File: config.mk
export PLATFORM = sky130hd
export DESIGN_NAME = exstatus
export DESIGN_NICKNAME = d
export VERILOG_FILES = /design/src/rtl/exstatus.sv
export SDC_FILE = /design/constraint.sdc
export NUM_CORES = 1
export LEC_CHECK = 0
export CORE_ASPECT_RATIO = 1.5
export CORE_MARGIN = 10
export CORE_UTILIZATION = 30
export CTS_CLUSTER_DIAMETER = 120
export DETAILED_ROUTE_END_ITERATION = 12
export HOLD_SLACK_MARGIN = 0.06
export MAX_ROUTING_LAYER = met4
export PLACE_DENSITY = 0.55
export SKIP_CTS_REPAIR_TIMING = 1
export SLEW_MARGIN = 20
export SYNTH_ARGS = -nofsm -noshare
export SYNTH_HDL_FRONTEND = slang
export SYNTH_SLANG_ARGS = --single-unit
File: constraint.sdc
create_clock -name i_clk -period 8.61 [get_ports i_clk]
set_input_delay 2.1525 -clock i_clk [delete_from_list [all_inputs] [get_ports i_clk]]
set_output_delay 2.1525 -clock i_clk [all_outputs]
set_load 0.1 [all_outputs]
File: src/rtl/exstatus.sv
// Idle/status word inserter for the exbus transmit path: data words pass with
// priority, gaps are filled with status, error-report and periodic idle words.
module exstatus #(
  parameter int unsigned DW           = 35,
  parameter int unsigned NAUX         = 2,
  parameter bit          OPT_IDLE     = 1'b1,
  parameter int unsigned SHORT_LGIDLE = 15,
  parameter int unsigned LGIDLE       = 23,
  parameter int unsigned NSYNC        = 8,
  parameter int unsigned LGHOLDOFF    = 20
) (
  input  logic            i_clk,
  input  logic            i_reset,
  input  logic            i_stb,
  input  logic [DW-1:0]   i_word,
  input  logic            i_last,
  output logic            o_busy,
  input  logic [NAUX-1:0] i_aux,
  input  logic            i_cts,
  input  logic            i_int,
  input  logic            i_fifo_err,
  output logic            o_stb,
  output logic [DW-1:0]   o_word,
  output logic            o_last,
  input  logic            i_busy,
  output logic [7:0]      o_err_drops
);

  localparam int unsigned       TW       = LGIDLE + 1;
  localparam logic [TW-1:0]     SHORT_IV = TW'(1) << SHORT_LGIDLE;
  localparam logic [TW-1:0]     LONG_IV  = TW'(1) << LGIDLE;
  localparam logic [7:0]        NSYNC_C  = 8'(NSYNC);
  localparam logic [2:0]        CODE_ERR = 3'b011;

  typedef enum logic [1:0] {
    K_NONE,
    K_DATA,
    K_STATUS,
    K_ERR
  } kind_e;

  logic                 stb_q, stb_d;
  logic [DW-1:0]        word_q, word_d;
  logic                 last_q, last_d;
  kind_e                kind_q, kind_d;
  kind_e                sel;

  logic                 inpkt_q, inpkt_d;
  logic [TW-1:0]        timer_q, timer_d;
  logic [LGHOLDOFF-1:0] holdoff_q, holdoff_d;
  logic [7:0]           sync_q, sync_d;
  logic [7:0]           drops_q, drops_d;

  logic                 err_q, err_d;
  logic                 int_q, int_d;
  logic                 cts_q, cts_d;
  logic                 aux_q, aux_d;

  logic                 int_prev_q, err_prev_q;
  logic [NAUX-1:0]      aux_prev_q;
  logic                 aux_valid_q;

  logic                 free, out_take, clr_status, clr_err;
  logic                 int_rise, err_rise, aux_change;
  logic                 int_eff, cts_eff, aux_eff;
  logic                 err_ok, status_ok, timeout;
  logic [TW-1:0]        interval;
  logic [DW-1:0]        data_word;

  function automatic logic [DW-1:0] special_word(input logic [NAUX-1:0] aux,
                                                 input logic [2:0]      code);
    logic [DW-1:0] w;
    w                  = '0;
    w[DW-1 -: 2]       = 2'b11;
    w[DW-3 -: NAUX]    = aux;
    w[DW-3-NAUX -: 3]  = code;
    return w;
  endfunction

  assign o_stb       = stb_q;
  assign o_word      = word_q;
  assign o_last      = last_q;
  assign o_busy      = stb_q && i_busy;
  assign o_err_drops = drops_q;

  assign free       = !stb_q || !i_busy;
  assign out_take   = stb_q && !i_busy;
  assign clr_status = out_take && (kind_q == K_STATUS);
  assign clr_err    = out_take && (kind_q == K_ERR);

  assign int_rise   = i_int && !int_prev_q;
  assign err_rise   = i_fifo_err && !err_prev_q;
  // The first cycle after reset only primes the AUX history, so the initial
  // line state is not mistaken for a change.
  assign aux_change = aux_valid_q && (i_aux != aux_prev_q);

  // Flags already on their way out this cycle must not trigger a duplicate word.
  assign int_eff = int_q && !clr_status;
  assign cts_eff = cts_q && !clr_status;
  assign aux_eff = aux_q && !clr_status;

  assign interval  = (sync_q < NSYNC_C) ? SHORT_IV : LONG_IV;
  assign timeout   = OPT_IDLE && (timer_q >= interval);
  assign err_ok    = err_q && !clr_err && (holdoff_q == '0);
  assign status_ok = int_eff || cts_eff || aux_eff || timeout;

  always_comb begin
    data_word = i_word;
    if (i_word[DW-1 -: 2] == 2'b11) begin
      data_word[DW-3 -: NAUX] = i_aux;
    end
  end

  // Output slot selection and loading.
  always_comb begin
    stb_d  = stb_q;
    word_d = word_q;
    last_d = last_q;
    kind_d = kind_q;
    sel    = K_NONE;
    if (free) begin
      if (i_stb) begin
        sel = K_DATA;
      end else if (!inpkt_q && err_ok) begin
        sel = K_ERR;
      end else if (!inpkt_q && status_ok) begin
        sel = K_STATUS;
      end
      kind_d = sel;
      stb_d  = (sel != K_NONE);
      case (sel)
        K_DATA: begin
          word_d = data_word;
          last_d = i_last;
        end
        K_ERR: begin
          word_d = special_word(i_aux, CODE_ERR);
          last_d = 1'b1;
        end
        K_STATUS: begin
          word_d = special_word(i_aux, {1'b1, !cts_eff, int_eff});
          last_d = 1'b1;
        end
        default: ;
      endcase
    end
  end

  // Packet tracking, timers, flags and drop counter.
  always_comb begin
    inpkt_d   = inpkt_q;
    timer_d   = timer_q;
    holdoff_d = holdoff_q;
    sync_d    = sync_q;
    drops_d   = drops_q;

    if (sel == K_DATA) begin
      inpkt_d = !i_last;
    end

    if (sel != K_NONE) begin
      timer_d = '0;
    end else if (OPT_IDLE && !inpkt_q && (timer_q < interval)) begin
      timer_d = timer_q + TW'(1);
    end

    if (sel == K_ERR) begin
      holdoff_d = '1;
    end else if (holdoff_q != '0) begin
      holdoff_d = holdoff_q - LGHOLDOFF'(1);
    end

    if (sel == K_DATA) begin
      sync_d = '0;
    end else if ((sel == K_STATUS) && timeout && (sync_q < NSYNC_C)) begin
      sync_d = sync_q + 8'd1;
    end

    if (err_rise && err_q && (drops_q != 8'hFF)) begin
      drops_d = drops_q + 8'd1;
    end

    err_d = (err_q && !clr_err) || err_rise;
    int_d = int_eff || int_rise;
    cts_d = cts_eff || !i_cts;
    aux_d = aux_eff || aux_change;
  end

  always_ff @(posedge i_clk or posedge i_reset) begin
    if (i_reset) begin
      stb_q       <= 1'b0;
      word_q      <= '0;
      last_q      <= 1'b0;
      kind_q      <= K_NONE;
      inpkt_q     <= 1'b0;
      timer_q     <= '0;
      holdoff_q   <= '0;
      sync_q      <= '0;
      drops_q     <= '0;
      err_q       <= 1'b0;
      int_q       <= 1'b0;
      cts_q       <= 1'b0;
      aux_q       <= 1'b0;
      int_prev_q  <= 1'b0;
      err_prev_q  <= 1'b0;
      aux_prev_q  <= '0;
      aux_valid_q <= 1'b0;
    end else begin
      stb_q       <= stb_d;
      word_q      <= word_d;
      last_q      <= last_d;
      kind_q      <= kind_d;
      inpkt_q     <= inpkt_d;
      timer_q     <= timer_d;
      holdoff_q   <= holdoff_d;
      sync_q      <= sync_d;
      drops_q     <= drops_d;
      err_q       <= err_d;
      int_q       <= int_d;
      cts_q       <= cts_d;
      aux_q       <= aux_d;
      int_prev_q  <= i_int;
      err_prev_q  <= i_fifo_err;
      aux_prev_q  <= i_aux;
      aux_valid_q <= 1'b1;
    end
  end

endmodule

==> flow_metrics.tcl <==
set metrics [dict create \
    status "finished clean" \
    finalSetupTns_ns 0 \
    max-vdd-ir-drop_uv 121 \
    htree_num_levels 3 \
    power_uw 1570 \
    wirelength_mm 11.7 \
    maxCapViolations 0 \
    dr.first_iter.drc_count 273 \
    power.density_nw_per_um2 250 \
    synth-seq-cells 109 \
    grt_first_pass_wirelength_mm 19.2 \
    synthArstFlopShare_pct 100 \
    grt_pass1_vias 3744 \
    cts_tree "done" \
    viasPerCell 4.83 \
    core_um2 16100 \
    fp.dieW_um 124 \
    hold_path.class "reg -> reg" \
    place.gp.congestion 0.769 \
    setup_viol 0 \
    clk_pin_slew_worst_paths_ns 0.07 \
    place_area_um2 6000 \
    final.min_clock_period_ns 6.42 \
    start_util_pct 30.4 \
    grt_start_max_net_pins 56 \
    hold_viol_final 0 \
    die_y_um 177 \
    ios 91 \
    worstSkewPairLatency_ns 0.36 \
    synth_area_um2 4900 \
    ys.warnings.count 0 \
    dp_cells 726 \
    area_growth_pct 28.4 \
    drtAntennaViolNets 0 \
    cts.sinks 109 \
    holdCritStartpoint "err_prev_q" \
    syn_avg_cell_area_um2 11.0 \
    final_area_um2 6300 \
    cp.required_ns 6.46 \
    clockBufferDepth 2 \
    synth_edf_count 0 \
    numCtsBuffers 9 \
    crit_fanout 11 \
    ys_seq_area_share_pct 55.6 \
    max_stage_delay_ns 1.16 \
    critical_path_buf_inv_count 3 \
    tightest_slew_ns 1.02 \
    dp_hpwl_mm 8.54 \
    synthDistinctLibCells 54 \
    clk_root_buffer_cell "clkbuf_16" \
    fmax_mhz 156 \
    dr.pass1.iters 4 \
    rrSetupSlack_ns 5.57 \
    final_layout_size_suffix_gt1_share_pct 6.90 \
    rsz0062_at_grt "no" \
    crit_slowest_cell "clkdlybuf4s50_1" \
    syn-num-nets 495 \
    min_path_cells 1 \
    ys.flop_type "dfrtp_1" \
    dp_slack_ns 2.18 \
    portBuffers 90 \
    r2r_start "holdoff_q[16]" \
    antenna_found_initial 0 \
    cpMostUsedCell "clkdlybuf4s50_1" \
    drv_slew 0 \
    critPathKind "in -> out" \
    layout_setup_ws_ns 2.19 \
    vias 3581 \
    fillers 1635 \
    synth_cells 445 \
    final_cell_count_no_fill 742 \
    crit_chain "clkdlybuf4s50_1, nand2_1, inv_1, clkdlybuf4s50_1" \
    crit_family "buffers and inverters" \
    min_to "err_q" \
    finalCritPeriodShare_pct 74.6 \
    critPathArrivalTime_ns 4.27 \
    r2r-end "o_word[32]" \
    skew_ns 0.0155 \
    antenna_cells 0 \
    p_leak_uw 0.00254 \
    layout.nets 581 \
    dieArea_um2 22000 \
    startpoint_type "input pin" \
    wl_per_cell_um 15.8 \
    grt_overflow 0 \
    rr_worst_depth 6 \
    track_usage_pct 10.9 \
    fp-row-count 57 \
    slew_headroom_pct 32.0 \
    end_kind "primary output" \
    route.detailed.drc 0 \
]
-- flip-flops by register name (all words and copies together), names as in the netlist --
signal and count:
o_word 35, timer_q 24, holdoff_q 20, o_err_drops 8, sync_q 8, aux_prev_q 2, kind_q 2, aux_q 1
aux_valid_q 1, cts_q 1, err_prev_q 1, err_q 1, inpkt_q 1, int_prev_q 1, int_q 1, o_last 1
o_stb 1
-- placed cells by master, fill, tap and decap left out, types with 2 or more instances in the layout --
master           count
o22a_1               4
and2_1               7
o211ai_1             2
or4_1                2
nand3b_1             2
xor2_1              18
nor4_1               6
nand4b_1             2
or3_1                5
o31ai_1              2
nand2_1             43
nor3_1              14
inv_6                3
nor4_2               3
o31a_1               2
nor2_1              53
ha_1                 5
and3_1               7
a31oi_1              2
dfrtp_1            109
a21oi_1              5
nand2b_1             2
nor3b_1              5
mux2_2               7
mux2i_1              5
clkbuf_16            9
xnor2_1             26
inv_1               10
o21ai_0              6
nand4_1             12
a22o_1              28
nand3_1             13
clkdlybuf4s50_1     90
-- power by group --
group	internal, uW	leakage, uW	total [uW]	switching [uW]
Sequential	563	0.00134	605	42.0
Combinational	139	0.00106	550	412
Clock	212	0.000145	419	207
-- synthesized netlist by cell type (all sizes together), types with 4 or more instances --
master	count	area (um2)
a21oi	6	33.8
a22o	28	245
and2	7	43.8
and3	7	43.8
buf	9	68.8
clkbuf	8	30.0
dfrtp	109	2730
ha	5	62.6
inv	11	41.3
mux2	7	78.8
mux2i	5	50.1
nand2	43	161
nand3	13	65.1
nand4	13	96.3
nor2	53	199
nor3	15	86.3
nor3b	5	37.5
nor4	10	96.4
o21ai	7	38.8
o22a	4	35.0
or3	5	31.3
xnor2	26	228
xor2	18	158
-- metal layers --
layer / GRT usage, % / wire length (um) / part of all wire [%]
met5: - / 0 / 0
met4: 3.80 / 164 / 1.4
met3: 2.55 / 375 / 3.2
met2: 19.3 / 6270 / 53
met1: 11.8 / 4930 / 42
-- cells by family (layout without fill, tap and decap cells) --
logic type | count (synthesis) | after routing | share of synthesized area [%]
and+or+nand+nor | 183 | 183 | 19.4
AOI/OAI and AO/OA | 63 | 63 | 10.2
muxes | 12 | 12 | 2.63
buffers and inverters | 28 | 119 | 2.86
other | 1 | 1 | 0.0765
adders and majority gates | 5 | 5 | 1.28
DFF | 109 | 109 | 55.6
xor gates and xnor gates | 44 | 44 | 7.86
-- cell type report --
class	count	area, um2	area share [%]
sequential	109	2730	43.3
tap	206	258	4.09
clock buffer	10	239	3.80
timing repair buffer	92	923	14.7
multi-input combinational	308	2040	32.5
clock inverter	6	61.3	0.974
inverter	11	43.8	0.696
-- how the worst max path moves through the flow --
stage	start	endpoint	slack, ns	depth (start not counted)
after detailed placement	i_busy	o_busy	2.18	4
after global routing	i_busy	o_busy	2.10	4
after floorplan	i_busy	o_busy	3.42	3
after CTS	i_busy	o_busy	2.18	4
after global placement	i_busy	o_busy	2.23	4
final	i_busy	o_busy	2.19	4
-- metrics by stage --
step                      utilization, %  hold WS [ns]
after floorplan                        -         0.415
after global placement              37.1         0.426
after detailed placement            37.2         0.437
after CTS                           39.1         0.458
after global routing                39.1         0.477
final                               39.1         0.448
Note: power is estimated with default switching activity, not from simulation.
